==> config.mk <==
export PLATFORM = sky130hd
export DESIGN_NAME = shift_deser
export DESIGN_NICKNAME = d
export VERILOG_FILES = /design/src/rtl/shift_pkg.sv /design/src/rtl/deser_shifter.sv /design/src/rtl/shift_deser.sv
export SDC_FILE = /design/constraint.sdc
export NUM_CORES = 1
export LEC_CHECK = 0
export ABC_AREA = 0
export CAP_MARGIN = 20
export CORE_MARGIN = 1.5
export CORE_UTILIZATION = 49
export CTS_CLUSTER_SIZE = 10
export DETAILED_ROUTE_END_ITERATION = 8
export PLACE_DENSITY = 0.77
export SYNTH_ARGS = -nofsm -noshare
export SYNTH_HDL_FRONTEND = slang
export SYNTH_SLANG_ARGS = --single-unit
==> constraint.sdc <==
create_clock -name clk -period 2 [get_ports clk]
set_clock_uncertainty 0.05 [all_clocks]
set_input_delay 0.3 -clock clk [delete_from_list [all_inputs] [get_ports clk]]
set_output_delay 0.3 -clock clk [all_outputs]
set_load 0.05 [all_outputs]
==> src/rtl/shift_pkg.sv <==
// Shared definitions for the serial-to-parallel receiver.
// Provides shift-direction codes, collection-phase encoding and the
// bit-counter width helper used by shift_deser and deser_shifter.
package shift_pkg;

  // Shift direction encodings as seen on the dir input.
  localparam logic DIR_LEFT  = 1'b0;  // new bit enters LSB, first bit ends in MSB
  localparam logic DIR_RIGHT = 1'b1;  // new bit enters MSB, first bit ends in LSB

  // Collection phase of the word being assembled (decoded from bit_cnt).
  typedef enum logic {
    ST_IDLE    = 1'b0,  // bit_cnt == 0, next sampled bit starts a word
    ST_COLLECT = 1'b1   // 0 < bit_cnt < WIDTH
  } col_state_t;

  // Counter wide enough to hold values 0..width.
  function automatic int cnt_width(input int width);
    return $clog2(width + 1);
  endfunction

endpackage

==> src/rtl/deser_shifter.sv <==
// Purpose: WIDTH-bit serial shift register with per-word direction latch and bit counter.
// Latency: word/done are combinational off the edge-sampling inputs; state updates on clk.
// Backpressure: none; every sin_valid bit is absorbed, output side decides what to drop.
//
// Ports:
//   clk, rst_n   clock, async active-low reset
//   clear        synchronous flush of all state
//   sin          serial data bit, sampled when sin_valid is high
//   sin_valid    sample strobe
//   dir          shift direction, latched with the first bit of each word
//   word         the shifted value including the current sin bit
//   done         high when this edge samples the last bit of a word
//   bit_cnt      registered count of bits already collected (never WIDTH)
module deser_shifter
  import shift_pkg::*;
#(
  parameter int WIDTH = 4,
  localparam int CW = cnt_width(WIDTH)
) (
  input  logic             clk,
  input  logic             rst_n,
  input  logic             clear,
  input  logic             sin,
  input  logic             sin_valid,
  input  logic             dir,
  output logic [WIDTH-1:0] word,
  output logic             done,
  output logic [CW-1:0]    bit_cnt
);

  logic [WIDTH-1:0] sreg;
  logic             dir_q;
  logic             dir_eff;
  logic             last_bit;
  col_state_t       state;
  logic [CW-1:0]    cnt_nxt;

  // Phase is fully determined by bit_cnt; no separate state register needed.
  always_comb begin
    state = ST_IDLE;
    if (bit_cnt != '0) begin
      state = ST_COLLECT;
    end
  end

  // On the first bit of a word the live dir pin governs the shift; after that
  // the latched copy does, so mid-word dir changes have no effect.
  always_comb begin
    dir_eff = dir_q;
    if (state == ST_IDLE) begin
      dir_eff = dir;
    end
  end

  always_comb begin
    word = '0;
    if (dir_eff == DIR_LEFT) begin
      word = {sreg[WIDTH-2:0], sin};
    end else begin
      word = {sin, sreg[WIDTH-1:1]};
    end
  end

  assign last_bit = (bit_cnt == CW'(WIDTH - 1));
  // clear wins over a completing bit, so no word escapes on a flush edge.
  assign done     = sin_valid && last_bit && !clear;

  always_comb begin
    cnt_nxt = bit_cnt + CW'(1);
    if (last_bit) begin
      cnt_nxt = '0;
    end
  end

  always_ff @(posedge clk or negedge rst_n) begin
    if (!rst_n) begin
      sreg    <= '0;
      dir_q   <= DIR_LEFT;
      bit_cnt <= '0;
    end else if (clear) begin
      sreg    <= '0;
      dir_q   <= DIR_LEFT;
      bit_cnt <= '0;
    end else if (sin_valid) begin
      sreg    <= word;
      bit_cnt <= cnt_nxt;
      if (state == ST_IDLE) begin
        dir_q <= dir;
      end
    end
  end

endmodule

==> src/rtl/shift_deser.sv <==
// Purpose: serial-to-parallel receiver presenting WIDTH-bit words on a valid/ready port.
// Latency: dout/dout_valid update on the edge sampling the WIDTH-th bit.
// Backpressure: one-word holding register; a word completing while it is full and
//               not being consumed is dropped and sets sticky overrun.
//
// Ports:
//   clk, rst_n            clock, async active-low reset
//   sin, sin_valid, dir   serial input bit, sample strobe, shift direction
//   clear                 synchronous flush of all state (highest priority)
//   dout, dout_valid      completed word and its valid flag
//   dout_ready            consumer accept strobe
//   bit_cnt               bits collected into the word in progress
//   overrun               sticky: a completed word was dropped
module shift_deser
  import shift_pkg::*;
#(
  parameter int WIDTH = 4,
  localparam int CW = cnt_width(WIDTH)
) (
  input  logic             clk,
  input  logic             rst_n,
  input  logic             sin,
  input  logic             sin_valid,
  input  logic             dir,
  input  logic             clear,
  output logic [WIDTH-1:0] dout,
  output logic             dout_valid,
  input  logic             dout_ready,
  output logic [CW-1:0]    bit_cnt,
  output logic             overrun
);

  logic [WIDTH-1:0] word;
  logic             done;
  logic             out_free;

  deser_shifter #(
    .WIDTH (WIDTH)
  ) u_shifter (
    .clk       (clk),
    .rst_n     (rst_n),
    .clear     (clear),
    .sin       (sin),
    .sin_valid (sin_valid),
    .dir       (dir),
    .word      (word),
    .done      (done),
    .bit_cnt   (bit_cnt)
  );

  // The holding register can take a new word if it is empty or its current
  // word is being consumed on this very edge.
  assign out_free = !dout_valid || dout_ready;

  always_ff @(posedge clk or negedge rst_n) begin
    if (!rst_n) begin
      dout       <= '0;
      dout_valid <= 1'b0;
      overrun    <= 1'b0;
    end else if (clear) begin
      dout       <= '0;
      dout_valid <= 1'b0;
      overrun    <= 1'b0;
    end else if (done) begin
      if (out_free) begin
        dout       <= word;
        dout_valid <= 1'b1;
      end else begin
        overrun    <= 1'b1;
      end
    end else if (dout_valid && dout_ready) begin
      // Consumed with nothing new arriving: dout keeps its stale value.
      dout_valid <= 1'b0;
    end
  end

endmodule

======== Word level (Yosys, flattened, before mapping) ========
Cells that the tools add are included.
cells by class
  add/subtract/negate cells ............... 1
  equality and inequality tests ........... 3
  mux-type cells .......................... 20
  reduce and logical (&&, ||, !) cells .... 14
operators by type and width
  operator                                               count
  two-way mux 4 bit                                      6
  two-way mux 1 bit                                      11
  two-way mux 3 bit                                      3
  AND reduction 2 bit                                    3
  nonzero test 2 bit                                     3
  nonzero test 3 bit                                     2
  adder 3 x 1 -> 3 bit, second input constant            1
  == test 3 x 2 -> 1 bit, second input constant          1
  logical AND 1 bit                                      3
  inequality test 3 x 2 -> 1 bit, second input constant  1
  zero test 1 bit                                        2
  inequality test 2 bit, second input constant           1
  logical OR 1 bit                                       1
storage, ports and cells
  flip-flop bits (word level) ............. 14
  input port bits ......................... 7
  output and inout port bits .............. 9
  logic and storage cells ................. 44

======== Longest topological paths before layout ========
  word-level depth ........................ 7
  mapped depth ............................ 5
  depth with buffers taken out ............ 5

======== Cells and area by module ========
Synthesis repeated with hierarchy kept, for this count alone.
unflattened totals
  cells, all modules ...................... 77
  area, all modules ....................... 783.3 sq um
by module, submodules not included
  module         times used  cells each  area an instance (sq um)  seq. area each (sq um)
  deser_shifter  1           51          489.2                     200.2
  shift_deser    1           26          294.0                     150.1

======== Worst setup path after synthesis ========
No wires, ideal clock.
  path type ............................... register to register
  start ................................... reg u_shifter.bit_cnt[0]
  end ..................................... reg dout[0]
  setup time .............................. 0.099 ns
  arrival ................................. 1.556 ns
  data required time ...................... 1.851 ns
  path slack .............................. 0.295 ns
  cell stages (with the launch flop) ...... 6
  buffers on the path ..................... 1
  clock period less this slack ............ 1.705 ns
  cells stage by stage .................... dfrtp_1 ha_1 and3b_1 buf_6 and2_4 a311oi_1
on the way
  cells in the longest elaborated chain, start to end .. 7
  elaborated cells between the ends (all ways) .. 12
  classes of those cells .................. 1 x eq/ne; 6 x mux; 5 x reduce/logical
ends and longest elaborated chain
  what                    line                 text
  start, declared         deser_shifter.sv:28  output logic [CW-1:0] bit_cnt
  start signal, assigned  deser_shifter.sv:86  bit_cnt <= cnt_nxt;
  nonzero test 3 bit      deser_shifter.sv:41  if (bit_cnt != '0) begin
  two-way mux 1 bit       deser_shifter.sv:41
  two-way mux 1 bit       deser_shifter.sv:50  if (state == ST_IDLE) begin
  two-way mux 4 bit       deser_shifter.sv:57  if (dir_eff == DIR_LEFT) begin
  two-way mux 4 bit       shift_deser.sv:65    if (out_free) begin
  two-way mux 4 bit       shift_deser.sv:64    end else if (done) begin
  two-way mux 4 bit       shift_deser.sv:60    end else if (clear) begin
  end signal, assigned    shift_deser.sv:66    dout <= word;
  end, declared           shift_deser.sv:26    output logic [WIDTH-1:0] dout,
Several ways; a longest one is shown, not always the timed one. The select of a mux whose other input is x is not followed.
A chain may end at the register's enable or synchronous reset.

======== Final worst setup path ========
  start ................................... reg u_shifter.bit_cnt[0]
  end ..................................... out bit_cnt[0]
RTL lines
  what           line               text
  end, declared  shift_deser.sv:29  output logic [CW-1:0] bit_cnt,
No word-level cell between the ends.

==> results_dict.tcl <==
set metrics [dict create \
    drtIter0Drc 17 \
    synth_area_leaders "dfrtp_1 (45%), a311oi_1 (9.0%), and4bb_2 (4.8%), a31oi_1 (4.0%), a21oi_1 (3.8%)" \
    avgSynthCellArea_sq_um 10.01 \
    final_hold_viol_count 0 \
    dp_hpwl_mm 1.092 \
    p_total_uw 596.3 \
    irDropWorstVdd_v 0.0004092 \
    layout.nets 105 \
    p_per_area_mw_per_mm2 618.1 \
    grt_use_met1_pct 31.06 \
    ys_seq_area_share_pct 44.87 \
    yosys.area.top_type "dfrtp_1" \
    postCtsResizedCells 0 \
    synth-async-reset-ratio_pct 100.0 \
    final_cells 110 \
    synth_most_common_cell "dfrtp_1" \
    via_count 662 \
    grt_max_degree 15 \
    status "complete, no violations" \
    nFillCells 137 \
    yosysWarnings 0 \
    hold_buffers 0 \
    crit_family "buffers and inverters" \
    hold_class "in2async" \
    setup_ws_ns 0.1323 \
    cts_root_buf "clkbuf_4" \
    synth_nets 87 \
    cts_buffers 3 \
    synth-edff-count 0 \
    met3_usage_pct 3.830 \
    max_stage_delay_ns 0.82 \
    pre_cts_ws_ns 0.2959 \
    track_usage_pct 21.21 \
    rsz0062_at_grt "false" \
    wirelength_mm 1.595 \
    slew_headroom_pct 57.14 \
    crit_chain "clkdlybuf4s50_1" \
    cp.buffers_inverters 1 \
    clock-sinks 14 \
    grt_pass1_vias 597 \
    cp-start-kind "flip-flop" \
    drv_slew 0 \
    drt_first_pass_iters 4 \
    via_per_inst 6.018 \
    drc 0 \
    arrival_ns 1.52 \
    synth_top_area_share_pct 44.87 \
    drv_cap 0 \
    use_met2_pct 29.39 \
    period_share_pct 93.39 \
    die_h_um 42.92 \
    end_kind "primary output" \
    htree_levels 1 \
    synth.distinct_cells 24 \
    grt_pass1_wl_mm 2.808 \
    io_pins 16 \
    finalSetupTns_ns 0 \
    clk_path_buf_depth 2 \
    n_antenna_cell 0 \
    clk_latency_ns 0.28 \
    setup_viol_count_final 0 \
    grt_remaining_overflow 0 \
    cts_tree "yes" \
    postCtsSetupBuffers 0 \
    place_inst 107 \
    netlist_area_sq_um 780.7 \
    port_buffers 15 \
    wl_per_cell_um 14.50 \
    cp.required_ns 1.65 \
    die_w_um 42.92 \
    path_clk_slew_ns 0.08 \
    leakage_nw 0.4159 \
    tightest_slew_ns 0.6409 \
    coreArea_sq_mm 0.001506 \
    synth_seq_cells 14 \
    critPathKind "reg2out" \
    dieArea_sq_mm 0.001842 \
    synthFlopType "dfrtp_1" \
    worstPathMaxFanout 4 \
    synthTopCellsByCount "dfrtp_1 (14), a311oi_1 (8), a21oi_1 (6), nor2_1 (6)" \
    post-route-min-period_ns 1.868 \
    rows 14 \
    crit_slowest_cell "clkdlybuf4s50_1" \
    antenna_found_initial 0 \
    synthCells 78 \
    initial_core_util_pct 51.83 \
    gp_congestion 0.8788 \
    ant_nets 0 \
    area_growth_pct 23.56 \
    top_usage_layer "met1" \
    max_freq_ghz 0.5354 \
    drive_gt1_share_pct 8.511 \
]
-- power breakdown --
group	total [mW]	internal (mW)	switching, mW
clock	0.159	0.0698	0.0894
sequential	0.311	0.296	0.0149
combinational	0.126	0.0528	0.0736
-- cell usage in the layout, fill, tap and decap left out, types with 2 or more instances in the layout --
cell	n
a21oi_1	6
a311oi_1	8
a31oi_1	5
and2_1	4
and4bb_2	3
clkbuf_4	3
clkdlybuf4s50_1	14
dfrtp_1	14
ha_1	2
inv_1	5
nand2b_1	4
nor2_1	6
nor2b_1	4
o21ai_0	4
-- routing by layer --
layer | routed length, um | up-vias
met2 | 721 | 27
met4 | 31 | 0
li1 | - | 322
met3 | 73 | 4
met1 | 768 | 309
met5 | 0 | -
-- logic make-up (layout without fill, tap and decap cells) --
logic type | after synthesis | count (layout) | synth area share, %
simple gates | 28 | 28 | 24.36
compound gates | 24 | 24 | 20.35
flops | 14 | 14 | 44.87
buf+inv | 8 | 24 | 4.808
fa+ha+maj | 2 | 2 | 3.205
xor+xnor | 1 | 1 | 1.122
mux | 1 | 1 | 1.282
-- worst paths after layout --
| kind | start | endpoint | slack, ns | cells after the start |
|---|---|---|---|---|
| hold / removal | rst_n | dout[3] | 0.36 | 1 |
| max in group asynchronous | rst_n | overrun | 1.13 | 1 |
| hold reg to reg | overrun | overrun | 0.44 | 2 |
| setup / recovery | u_shifter.bit_cnt[0] | bit_cnt[0] | 0.13 | 1 |
| setup reg to reg | u_shifter.bit_cnt[0] | u_shifter.sreg[3] | 0.43 | 5 |
| min in group clk | overrun | overrun | 0.44 | 2 |
-- registers in the layout, indices dropped and copies added, names as in the netlist --
signal             count
u_shifter.dir_q        1
u_shifter.bit_cnt      3
dout_valid             1
dout                   4
overrun                1
u_shifter.sreg         4
-- per-stage QoR --
step                      hold WS (ns)  util, %  instance area (sq um)
after floorplan               -0.04559        -                  780.7
after global placement          0.4253    62.38                  939.7
after detailed placement        0.4321    62.38                  939.7
after CTS                       0.3909    63.87                  962.2
after global routing            0.4301    64.04                  964.7
final                           0.3639    64.04                  964.7
-- final cells by class --
cell class	instances	area [sq um]	share of cell area [%]
multi-input cells	56	392.9	40.73
flip-flops and latches	14	350.3	36.32
repair buffers	16	160.2	16.60
clock buffers	3	22.52	2.335
well taps	16	20.02	2.075
inverters	5	18.77	1.946
Note: power is estimated with default switching activity, not from simulation.
